### src/rtl/edge_detect_multi.sv
// Multi-channel edge detector: per-channel rise/fall FSM, one-cycle ticks, sticky pending flags, irq.
// Optional input synchroniser is compiled in with EDGE_DET_SYNC_EN (SYNC_STAGES deep).
module edge_detect_multi #(
    parameter int W           = 8,
    parameter int SYNC_STAGES = 2
) (
    input  logic         clk,
    input  logic         reset_n,
    input  logic [W-1:0] level,
    input  logic [W-1:0] mode_rise,
    input  logic [W-1:0] mode_fall,
    input  logic [W-1:0] clr,
    input  logic [W-1:0] irq_en,
    output logic [W-1:0] tick,
    output logic [W-1:0] event_pend,
    output logic         irq
);

    typedef enum logic [1:0] {
        ZERO = 2'b00,
        RISE = 2'b01,
        ONE  = 2'b11,
        FALL = 2'b10
    } state_t;

    logic [W-1:0] samp;
    state_t       state_q [W];
    state_t       state_d [W];
    logic [W-1:0] pend_q;
    logic [W-1:0] pend_d;

`ifdef EDGE_DET_SYNC_EN
    logic [SYNC_STAGES-1:0] sync_q [W];

    always_ff @(posedge clk or negedge reset_n) begin
        if (!reset_n) begin
            for (int i = 0; i < W; i++) begin
                sync_q[i] <= '0;
            end
        end else begin
            for (int i = 0; i < W; i++) begin
                sync_q[i] <= {sync_q[i][SYNC_STAGES-2:0], level[i]};
            end
        end
    end

    always_comb begin
        samp = '0;
        for (int i = 0; i < W; i++) begin
            samp[i] = sync_q[i][SYNC_STAGES-1];
        end
    end
`else
    // Depth only matters when the synchroniser is built.
    logic unused_sync_cfg;
    assign unused_sync_cfg = (SYNC_STAGES != 0);
    assign samp = level;
`endif

    always_comb begin
        for (int i = 0; i < W; i++) begin
            state_d[i] = ZERO;
            case (state_q[i])
                ZERO:    state_d[i] = samp[i] ? RISE : ZERO;
                RISE:    state_d[i] = samp[i] ? ONE  : FALL;
                ONE:     state_d[i] = samp[i] ? ONE  : FALL;
                FALL:    state_d[i] = samp[i] ? RISE : ZERO;
                default: state_d[i] = ZERO;
            endcase
        end
    end

    // Ticks decode registered state only; mode bits just gate the output.
    always_comb begin
        tick = '0;
        for (int i = 0; i < W; i++) begin
            tick[i] = ((state_q[i] == RISE) && mode_rise[i]) ||
                      ((state_q[i] == FALL) && mode_fall[i]);
        end
    end

    // A tick in the same cycle as clr keeps the flag set.
    assign pend_d = (pend_q & ~clr) | tick;

    always_ff @(posedge clk or negedge reset_n) begin
        if (!reset_n) begin
            for (int i = 0; i < W; i++) begin
                state_q[i] <= ZERO;
            end
            pend_q <= '0;
        end else begin
            for (int i = 0; i < W; i++) begin
                state_q[i] <= state_d[i];
            end
            pend_q <= pend_d;
        end
    end

    assign event_pend = pend_q;
    assign irq        = |(pend_q & irq_en);

endmodule

### config.mk
export PLATFORM = sky130hd
export DESIGN_NAME = edge_detect_multi
export DESIGN_NICKNAME = d
export VERILOG_FILES = /design/src/rtl/edge_detect_multi.sv
export SDC_FILE = /design/constraint.sdc
export NUM_CORES = 1
export LEC_CHECK = 0
export CAP_MARGIN = 10
export CORE_ASPECT_RATIO = 0.75
export CORE_UTILIZATION = 35
export CTS_CLUSTER_SIZE = 16
export DETAILED_ROUTE_END_ITERATION = 6
export GPL_ROUTABILITY_DRIVEN = 0
export PLACE_DENSITY_LB_ADDON = 0.2
export SLEW_MARGIN = 10
export SYNTH_ARGS = -nofsm -noshare
export SYNTH_HDL_FRONTEND = slang
export SYNTH_SLANG_ARGS = --single-unit
### constraint.sdc
create_clock -name clk -period 0.9 [get_ports clk]
set_clock_uncertainty 0.05 [all_clocks]
set_input_delay 0.18 -clock clk [delete_from_list [all_inputs] [get_ports clk]]
set_output_delay 0.18 -clock clk [all_outputs]
set_load 0.1 [all_outputs]
# [Word-level counts from Yosys, hierarchy flattened]
# Index checks and enable logic that the tools add are counted.
# Widths: inputs -> output; s select.
[word_totals] ff_bits=24
[op_classes] n_eq_ne=24 muxes=24 bitwise=4 reduce_logical=49
[ops] op="$eq 2x2->1 const B" n=16
[ops] op="$pmux 2 s2" n=8
[ops] op="$reduce_or 2->1" n=16
[ops] op="$and 8x8->8" n=2
[ops] op="$eq 2x1->1 const B" n=8
[ops] op="$logic_and 1x1->1" n=16
[ops] op="$logic_not 2->1" n=8
[ops] op="$mux 1" n=16
[ops] op="$logic_or 1x1->1" n=8
[ops] op="$not 8->8" n=1
[ops] op="$or 8x8->8" n=1
[ops] op="$reduce_or 8->1" n=1

# [Longest topological paths before layout]
# Gate-level depths: netlist of the first run.
[logic_depth] word_depth=4 depth_mapped=2 depth_no_buf=2

# [Worst setup path after synthesis of the first run]
# Ideal clock, no wire load.
[synth_path] kind="reg-to-output" from="register state_q[2] (netlist bit)" to="output tick[6]" t_arrival_ps=2507 t_required_ps=670 setup_slack_ps=-1837 path_stages_with_launch=2 path_buffers=0 path_cell_list="dfrtp_1 o21ai_0"
[synth_between] elab_chain_cells=3 elab_cells_between_ends=5
[synth_lines] item="from (decl)" line_no="27" rtl="state_t state_q [W];"
[synth_lines] item="from (signal, indexed assignment)" line_no="93" rtl="state_q[i] <= state_d[i];"
[synth_lines] item="$eq 2x1->1 / $eq 2x2->1 (equally long branches)" line_no="77, 78"
[synth_lines] item="$logic_and 1x1->1, on equally long branches" line_no="77, 78"
[synth_lines] item="$logic_or 1x1->1 *" line_no="77" rtl="tick[i] = ((state_q[i] == RISE) && mode_rise[i]) ||"
[synth_lines] item="to (decl)" line_no="14" rtl="output logic [W-1:0] tick,"
# Mark *: on every way between the ends. The rest lies on a longest branch, timed or not.

# [Final worst setup path of the first run]
[layout_path] from="register pend_q[3] (netlist: event_pend[3])" to="output irq"
[layout_between] elab_chain_cells=2
[layout_lines] item="from (decl)" line_no="29" rtl="logic [W-1:0] pend_q;"
[layout_lines] item="from (signal assigned)" line_no="95" rtl="pend_q <= pend_d;"
[layout_lines] item="$and 8x8->8" line_no="100" rtl="assign irq = |(pend_q & irq_en);"
[layout_lines] item="$reduce_or 8->1" line_no="100"
[layout_lines] item="to (decl)" line_no="16" rtl="output logic irq"
# No other way between the ends.

==> results of run 1 <==
-- synth_stat cells --
| cell | instances | area, um^2 |
|---|---|---|
| a22oi_1 | 4 | 30.0 |
| clkbuf_1 | 8 | 30.0 |
| dfrtp_1 | 24 | 601 |
| inv_1 | 8 | 30.0 |
| nand2_1 | 8 | 30.0 |
| nand3b_1 | 8 | 60.1 |
| nand4_1 | 1 | 6.26 |
| o21ai_0 | 8 | 40.0 |
| o221ai_1 | 8 | 70.1 |
-- critical path, cell delays in order, from the launching register on --
cell     delay (ps)
dfrtp_4         520
a22oi_1         210
nand4_1         220
buf_12          230
-- state kept, by name, summed over array words and instances (netlist names) --
signal / count
event_pend: 8
state_q: 16
-- power by group --
group          internal, mW  switching, mW  total [mW]
Clock                 0.247          0.318       0.565
Sequential             1.18         0.0841        1.27
Combinational         0.671          0.841        1.51
Total                  2.10           1.24        3.34
-- final cells by class --
| class | count | area share [%] |
|---|---|---|
| well taps | 34 | 1.98 |
| clock buffers | 4 | 1.69 |
| repair buffers | 86 | 47.2 |
| inverters | 8 | 1.52 |
| multi-input cells | 37 | 18.0 |
| flip-flops and latches | 24 | 29.6 |
-- cell families after synthesis --
| kind of cell | after synthesis |
|---|---|
| AND/OR/NAND/NOR | 17 |
| AO/OA/AOI/OAI | 20 |
| flip-flops | 24 |
| buffers and inverters | 16 |
-- how the worst min path moves through the flow --
| stage | end | start | slack [ps] | cells after the start |
|---|---|---|---|---|
| after floorplan | state_q[0] | reset_n | -170 | 0 |
| after global placement | state_q[1] | state_q[0] | 320 | 0 |
| after detailed placement | state_q[9] | state_q[8] | 330 | 0 |
| after CTS | state_q[15] | reset_n | 200 | 2 |
| after global routing | state_q[15] | reset_n | 170 | 2 |
| final | state_q[15] | reset_n | 180 | 2 |
-- routing by layer --
layer	vias to the layer above	share of wire [%]	GRT usage [%]
li1	435	-	-
met1	500	34	26.1
met2	77	54	51.6
met3	12	9.6	10.2
met4	0	3.0	12.3
met5	-	0	0
-- through the flow --
step	cells	total power [mW]	util, %
3_3_place_gp	177	2.57	80.6
4_1_cts	188	3.23	87.7
3_5_place_dp	177	2.59	80.6
5_1_grt	193	3.44	90.6
2_1_floorplan	77	1.94	-
6_report	193	3.34	90.6
-- cell usage in the layout, fill, tap and decap left out, types with 6 or more instances in the layout --
| cell type | count |
|---|---|
| clkdlybuf4s50_1 | 41 |
| buf_12 | 18 |
| buf_4 | 17 |
| dfrtp_1 | 13 |
| buf_6 | 10 |
| nand3b_1 | 8 |
| o221ai_2 | 8 |
| dfrtp_4 | 8 |
| nand2_1 | 7 |
| o21ai_4 | 7 |
| inv_2 | 6 |
-- what timing repair did --
item	CTS	global route
buffers inserted	10	9
pin swaps	4	8
resized for setup	17	12
setup endpoints to repair	25	25
==> run metrics, run 1 <==
DRC violations left 0; synthesized-area fraction occupied by and/or/nand/nor cells 10.7%; combinational family with the most area after synthesis compound AO/OA/AOI/OAI gates; grt total ovfl 0; Root Driver clkbuf_4; post-route setup TNS -10,290 ps; Placeable Area about 2400 um^2; capturing point of the worst reg2reg path event_pend[2]; fill cell total of the finished layout between 80 and 90; total via count in the routed design ~1,000; CP endpoint irq; timing startpoint of the critical path event_pend[3]; final antenna diode count 0; mux contribution to synthesized area 0%; number of hold buffers added after CTS 0; post-synth design cell area 897 um^2; endpoints failing setup 25; count of cells along the worst register-to-register path 3; estimated wirelength of the detail-placed design about 2000 um; count of different cell masters after synthesis 9; Post-DP Area 1910 um^2; detail-routed net length per standard cell roughly 22 um; area of combinational cells with multiple inputs about 390 um^2; sequential-to-total area share from yosys stat about 67%; Die H about 46 um; result of the run complete, but fails checks; cell area power density about 1600 nW/um^2; final hold violation count 0; source of the worst register-to-register timing path state_q[10]; type of the setup path with the least slack reg -> out; TritonCTS clock tree built; register bit count reported by yosys 24; starting density of the core between 30% and 40%; # Max-Cap Violations 0; final worst path period share 192%; Sinks on Clock Net 24; Detail Route Antenna Nets 0; Max Slew Vio Count 0; CP required approximately 670 ps; layout cells sized above 1 approximately 55%; width of the die about 60 um; Max IR drop VDD 1.16 mV; pin count of the biggest net entering global routing 25; initial antenna violation count 0; clock transition at the registers of the reported paths between 100 and 150 ps; Die Area around 2800 um^2; Worst setup SP type register; slack of the worst reg-to-reg path -200 ps; post-route standard cell area excluding fillers between 2000 and 2500 um^2; Port Buf Inserts 58; top-level port count roughly 60; post-synthesis adder-cell area fraction 0%; Global Route Usage Sum approximately 27%; post-placement setup slack -556 ps; area share of xor/xnor cells in the synthesized design 0%; Hold Worst Slack around 180 ps; achievable frequency between 500 and 600 MHz; Yosys warning total 0; number of global-route vias before repair about 1,000; count of TritonRoute iterations in the first routing pass 4; Clock Path Buffers 2; H-Tree Depth 1; violated checks negative setup slack; Worst-Skew Late Latency about 300 ps; number of nets at the end of the flow slightly above 200; share of the synthesized area in compound gates (AO/OA/AOI/OAI) around 16%; Vias/cell between 5 and 6; Reg area roughly 630 um^2; Static Leakage about 0.9 nW; WP data arrival around 1500 ps; tightest slew margin relative to the limit between 80% and 90%; CP Capture Type output port; RSZ-0062 raised after global routing yes; transition time at the pin with the least slew margin about 220 ps; synth-to-layout area growth 139%; Core Rows 15; instance count of the mapped netlist just under 80; routed wire length roughly 4200 um; number of design-rule violations left by the first detailed-router iteration 74; net count after synthesis 119; Max Fanout on Critical Path 2; worst path setup slack after routing -829 ps; first-pass GRT wire length 5080 um; mean instance size in the synthesized netlist roughly 12 um^2; type of the most critical hold path in -> async; minimum clock period after layout around 1700 ps; clock buffers created by TritonCTS 3
Note: power is estimated with default switching activity, not from simulation.
==> inputs of run 2 (changes only) <==
GPL_ROUTABILITY_DRIVEN = default   (was 0)
==> results of run 2 <==
Same layout as run 1: the final DEF is identical, and so are final timing and power.
